--- src/rtl/bus_arbiter.sv ---
// bus_arbiter: round-robin arbiter sharing one strobed peripheral bus between two masters.
//
// Ports:
//   i_cpu_clk, i_rst_n                 clock, synchronous active-low reset
//   i_mN_req/we/addr/wdata             master N request level and transaction fields
//   o_mN_done/err/rdata                master N one-cycle completion pulse, timeout flag, read data
//   o_bus_clk/we/addr/data             one-cycle transaction strobe and latched transaction
//   i_bus_data, i_bus_data_ready       peripheral read data and completion
//   o_owner                            current or last granted master
//   o_busy                             high whenever a transaction is in flight
module bus_arbiter #(
    parameter int ADDR_W  = 32,
    parameter int DATA_W  = 32,
    parameter int TIMEOUT = 255
) (
    input  logic              i_cpu_clk,
    input  logic              i_rst_n,
    input  logic              i_m0_req,
    input  logic              i_m0_we,
    input  logic [ADDR_W-1:0] i_m0_addr,
    input  logic [DATA_W-1:0] i_m0_wdata,
    output logic              o_m0_done,
    output logic              o_m0_err,
    output logic [DATA_W-1:0] o_m0_rdata,
    input  logic              i_m1_req,
    input  logic              i_m1_we,
    input  logic [ADDR_W-1:0] i_m1_addr,
    input  logic [DATA_W-1:0] i_m1_wdata,
    output logic              o_m1_done,
    output logic              o_m1_err,
    output logic [DATA_W-1:0] o_m1_rdata,
    output logic              o_bus_clk,
    output logic              o_bus_we,
    output logic [ADDR_W-1:0] o_bus_addr,
    output logic [DATA_W-1:0] o_bus_data,
    input  logic [DATA_W-1:0] i_bus_data,
    input  logic              i_bus_data_ready,
    output logic              o_owner,
    output logic              o_busy
);
    localparam int CW = $clog2(TIMEOUT + 1);
    // Leaving WAIT on this count means the counter reaches TIMEOUT as DONE is entered.
    localparam logic [CW-1:0] CLAST = CW'(TIMEOUT - 1);

    typedef enum logic [1:0] {IDLE, ISSUE, WAIT, DONE} state_t;

    state_t          state, state_nx;
    logic [CW-1:0]   cnt;
    logic            last;
    logic            any_req;
    logic            grant;
    logic            finish;
    logic [DATA_W-1:0] result;

    always_comb begin
        any_req  = i_m0_req || i_m1_req;
        // On a tie the master that did not win last time is granted.
        grant    = (i_m0_req && i_m1_req) ? ~last : i_m1_req;
        finish   = i_bus_data_ready || (cnt == CLAST);
        result   = i_bus_data_ready ? i_bus_data : '1;
        state_nx = state;
        unique case (state)
            IDLE:  state_nx = any_req ? ISSUE : IDLE;
            ISSUE: state_nx = WAIT;
            WAIT:  state_nx = finish ? DONE : WAIT;
            DONE:  state_nx = IDLE;
        endcase
    end

    always_ff @(posedge i_cpu_clk) begin
        if (!i_rst_n)
            state <= IDLE;
        else
            state <= state_nx;
    end

    always_ff @(posedge i_cpu_clk) begin
        if (!i_rst_n) begin
            cnt        <= '0;
            last       <= 1'b1;
            o_owner    <= 1'b0;
            o_bus_clk  <= 1'b0;
            o_bus_we   <= 1'b0;
            o_bus_addr <= '0;
            o_bus_data <= '0;
            o_m0_done  <= 1'b0;
            o_m0_err   <= 1'b0;
            o_m0_rdata <= '0;
            o_m1_done  <= 1'b0;
            o_m1_err   <= 1'b0;
            o_m1_rdata <= '0;
        end else begin
            o_bus_clk <= (state == IDLE) && any_req;
            o_m0_done <= 1'b0;
            o_m1_done <= 1'b0;
            if (state == IDLE && any_req) begin
                cnt        <= '0;
                last       <= grant;
                o_owner    <= grant;
                o_bus_we   <= grant ? i_m1_we    : i_m0_we;
                o_bus_addr <= grant ? i_m1_addr  : i_m0_addr;
                o_bus_data <= grant ? i_m1_wdata : i_m0_wdata;
            end
            if (state == WAIT) begin
                cnt <= cnt + 1'b1;
                if (finish) begin
                    if (o_owner) begin
                        o_m1_done  <= 1'b1;
                        o_m1_err   <= !i_bus_data_ready;
                        o_m1_rdata <= result;
                    end else begin
                        o_m0_done  <= 1'b1;
                        o_m0_err   <= !i_bus_data_ready;
                        o_m0_rdata <= result;
                    end
                end
            end
        end
    end

    assign o_busy = (state != IDLE);
endmodule
--- config.mk ---
export PLATFORM = sky130hd
export DESIGN_NAME = bus_arbiter
export DESIGN_NICKNAME = d
export VERILOG_FILES = /design/src/rtl/bus_arbiter.sv
export SDC_FILE = /design/constraint.sdc
export NUM_CORES = 1
export LEC_CHECK = 0
export BUFFER_PORTS_ARGS = -buffer_cell sky130_fd_sc_hd__buf_2
export CORE_AREA = 2 2 147 134
export CTS_CLUSTER_DIAMETER = 30
export DETAILED_ROUTE_END_ITERATION = 12
export DIE_AREA = 0 0 149 136
export PLACE_DENSITY_LB_ADDON = 0.2
export SLEW_MARGIN = 20
export SYNTH_ARGS = -nofsm -noshare
export SYNTH_HDL_FRONTEND = slang
export SYNTH_SLANG_ARGS = --single-unit
--- constraint.sdc ---
create_clock -name i_cpu_clk -period 1.4 [get_ports i_cpu_clk]
set_input_delay 0.21 -clock i_cpu_clk [delete_from_list [all_inputs] [get_ports i_cpu_clk]]
set_output_delay 0.21 -clock i_cpu_clk [all_outputs]
set_load 0.02 [all_outputs]
After elaboration in Yosys (flattened, before gate mapping)

Cells that the tools add are included.

Add/subtract/negate cells: 1
Equal/unequal tests: 4
Multiplexer cells: 12
Bitwise logic cells: 2
Reductions and logical operators: 11

Operator list:

| operator              | number |
|---|---|
| $mux W32              | 3 |
| $mux W8               | 2 |
| $reduce_and A3 Y1     | 3 |
| $add A8 B1 Y8 const B | 1 |
| $eq A8 B8 Y1 const B  | 1 |
| $pmux W2 S4           | 1 |
| $mux W1               | 6 |
| $eq A2 B2 Y1 const B  | 2 |
| $reduce_bool A2 Y1    | 2 |
| $eq A2 B1 Y1 const B  | 1 |
| $logic_and A1 B1 Y1   | 2 |
| $logic_not A2 Y1      | 1 |
| $logic_or A1 B1 Y1    | 2 |
| $not A1 Y1            | 2 |
| $logic_not A1 Y1      | 1 |

Register bits: 146
Output and inout port bits: 136

Longest topological paths before layout

Word-level depth: 4
Depth in mapped cells: 8
Depth with buffers taken out: 5

Worst setup path before layout

OpenSTA, ideal clock, no wires.

Path kind: flip-flop to flip-flop
Start: register state[0]
End: register o_m0_rdata[6]
Setup time: 133 ps
Arrival time: 1363 ps
Required time: 1267 ps
Slack: -96 ps
Cell stages (with the launch flop): 9
Path buffers: 3
Period minus slack after synthesis: 1496 ps
Path through: dfxtp_1 > inv_1 > ha_1 > buf_4 > and3b_1 > buf_6 > buf_6 > mux2i_1 > o22ai_2

Longest elaborated chain between the ends: 2

RTL lines:

| element                            | RTL line | source |
|---|---|---|
| start: declaration                 | 47       | `state_t state, state_nx;` |
| start signal: assignment           | 74       | `state <= state_nx;` |
| $eq A2 B2 Y1                       | 104      | `if (state == WAIT) begin` |
| $reduce_and A3 Y1 (no source line) | --       |  |
| end signal: assignment             | 114      | `o_m0_rdata <= result;` |
| end: declaration                   | 24       | `output logic [DATA_W-1:0] o_m0_rdata,` |

No other way between the ends.
A chain may end at the register's enable or synchronous reset.

Worst setup path after layout

Start: register state[0]
End: register o_m0_rdata[7]

The elaborated chain is that of the path after synthesis.

==> qor.yml <==
rsz0062_at_grt: "true"
required_ps: 1700
p_sw_frac: 0.345
cts_buffers: 17
antenna_found_initial: 2
slowest_stage: "dfxtp_2"
nNetsFinal: 1231
grt_pass1_wl_um: 33600
critPathMaxStageDelay_ps: 330
layout_setup_ws_ps: -94.1
area_growth_pct: 52.7
cts_tree: "done"
worstMarginPinSlew_ps: 366
ant_nets: 0
place.gp.congestion: 0.830
ys_types: 41
max_freq_ghz: 0.669
clock_skew_ps: 10.1
ir_drop_uv: 940
critical_path_class: "reg -> reg"
ys_seq_area_frac: 0.453
ys_seq_elements: 146
clockPowerShare: 0.313
slew_headroom: 0.755
grt-ovfl-total: 0
yosys_most_used_dff: "dfxtp_1"
via_per_inst: 5.01
dieHeight_um: 136
maxSlewViolCount: 0
setup_viol: 76
syn_nets: 915
maxCapViolations: 0
dp_slack_ps: -135
hold_viol: 0
synth_area_mm2: 0.00646
wl_per_cell_um: 16.9
outcome: "finished, violations left"
cts-root-buf: "clkbuf_16"
seqPwrFrac: 0.327
clk_latency_ps: 420
power_density_mw_per_mm2: 1570
vias: 6630
first_global_vias: 6270
drtIter0Drc: 220
path_max_fanout: 6
violations: "negative setup slack"
wl_um: 22300
die-area_mm2: 0.0203
synthArstFlopShare: 0
period_share: 1.07
clk_path_buf_depth: 2
fin_util: 0.523
dp_hpwl_um: 14600
firstDrtPassIters: 4
hold_class: "in -> reg"
htreeDepth: 4
holdPathStages: 3
numPortBuffers: 302
grt_max_degree: 66
drc: 0
cp_cell_sequence: "inv_4, ha_4, and3b_2, buf_12, buf_12, mux2i_4, o22ai_2"
core_area_mm2: 0.0189
p_int_mw: 10.1
fin_crit_ps: 1490
synth_cells: 743
path_clk_slew_ps: 60
crit_path_end_kind: "register"
synth_edf_count: 0
cts.sinks: 146
cp-start-kind: "register"
yosysWarnings: 0
switchingPower_mw: 5.35
r2r_cells: 7
grt_use_total: 0.210
cellLeakagePower_nw: 4.46
arrival_ps: 1790
initial_core_util: 0.342
rows: 48
crit_path_frequent_cell: "buf_12"
die_w_um: 149
io_pins: 303
combPwrFrac: 0.359
drive_gt1_frac: 0.460
syn_avg_cell_area_um2: 8.69
placed cells by master (no fill, tap or decap), drive strengths merged, types with 2 or more instances in the layout:
| cell type | instances |
|---|---|
| ha | 5 |
| inv | 11 |
| buf | 363 |
| nand4 | 2 |
| and4 | 2 |
| clkbuf | 21 |
| a21oi | 135 |
| o31a | 2 |
| and3 | 7 |
| o211ai | 3 |
| nor3 | 2 |
| nand3 | 9 |
| o22ai | 64 |
| nor2 | 68 |
| o31ai | 3 |
| bufinv | 3 |
| clkinv | 4 |
| nand2b | 5 |
| and2 | 2 |
| dfxtp | 146 |
| nand2 | 69 |
| mux2i | 67 |
| o21ai | 67 |
| nor2b | 2 |
per-stage QoR:
step | setup TNS (ps) | total power, mW | cell area, um^2 | hold slack [ps] | std cells
after floorplan | -203 | 7.62 | 6480 | 344 | 743
after global placement | -1930 | 9.22 | 8410 | 452 | 1272
after detailed placement | -5200 | 9.22 | 8410 | 455 | 1272
after CTS | -3770 | 15.0 | 9470 | 6.83 | 1321
after global routing | -9350 | 16.2 | 9860 | 21.7 | 1323
final | -1750 | 15.5 | 9860 | 23.1 | 1323
per-layer routing:
layer  wire, um  global-route usage  up-vias
met3       1520              0.0560       23
met5          0                   0        -
met1       9630               0.262     3090
met2      10800               0.349      229
met4        397              0.0757        0
li1           -                   -     3288
power groups by stage:
stage                     clock network (mW)  registers (mW)  logic, mW
after global placement                     0            5.12       4.10
after global routing                    5.12            5.14       5.97
after CTS                               4.95            5.05       5.05
after detailed placement                   0            5.12       4.11
after floorplan                            0            5.82       1.80
final                                   4.86            5.07       5.57
Yosys cell counts, types with 2 or more instances:
cell / number / area [um^2]
dfxtp_1: 146 / 2920
a21oi_1: 135 / 676
nand2_1: 69 / 259
nor2_1: 68 / 255
mux2i_1: 67 / 671
o22ai_1: 58 / 363
o21ai_0: 57 / 285
buf_2: 24 / 120
clkbuf_1: 20 / 75.1
buf_6: 12 / 135
o21ai_1: 10 / 50.1
nand3_1: 8 / 40.0
and3_1: 7 / 43.8
buf_4: 7 / 52.6
o22ai_2: 6 / 75.1
ha_1: 5 / 62.6
inv_1: 5 / 18.8
nand2b_1: 5 / 31.3
o211ai_1: 3 / 22.5
o31ai_1: 3 / 22.5
and2_1: 2 / 12.5
and4_1: 2 / 17.5
buf_12: 2 / 40.0
nand4_4: 2 / 42.5
nor2b_1: 2 / 12.5
nor3_1: 2 / 10.0
o31a_1: 2 / 17.5
worst max-delay path: cells and delay by family, from the launching register on:
kind,cells,cell delay (ps)
buffers and inverters,3,360
DFF,1,330
muxes,1,220
and+or+nand+nor,1,210
adders and majority gates,1,160
AOI/OAI and AO/OA,1,100
state kept, by name (all words and copies together), names as in the netlist, 2 cells and up:
register	count
cnt	8
o_bus_addr	32
o_bus_data	32
o_m0_rdata	32
o_m1_rdata	32
state	2
timing repair:
action	CTS	global route
buffers inserted	9	0
gates resized for setup	46	91
setup endpoints to repair	138	144
pin swaps	51	33
hold buffers	0	0
gates cloned	8	2
path summary, 6_finish.rpt:
path	start	end	slack, ps
min reg2reg	o_m0_err	o_m0_err	490
max reg2reg	state[0]	o_m0_rdata[7]	-90
min	i_m0_addr[2]	o_bus_addr[2]	20
max	state[0]	o_m0_rdata[7]	-90
kinds of logic after synthesis:
logic type      after synthesis  share of synthesized area
compound gates              281                      0.244
simple gates                170                      0.116
flops                       146                      0.453
buf+inv                      74                     0.0732
mux                          67                      0.104
fa+ha+maj                     5                    0.00969
cell type report:
class	count	area, um^2
Multi-Input combinational cell	523	3490
Timing Repair Buffer	365	2480
Sequential cell	146	2930
Clock buffer	19	453
Tap cell	250	313
Antenna cell	1	2.50
Fill cell	1749	9000
Clock inverter	13	171
Inverter	6	25.0
(Power assumes the default switching activity.)
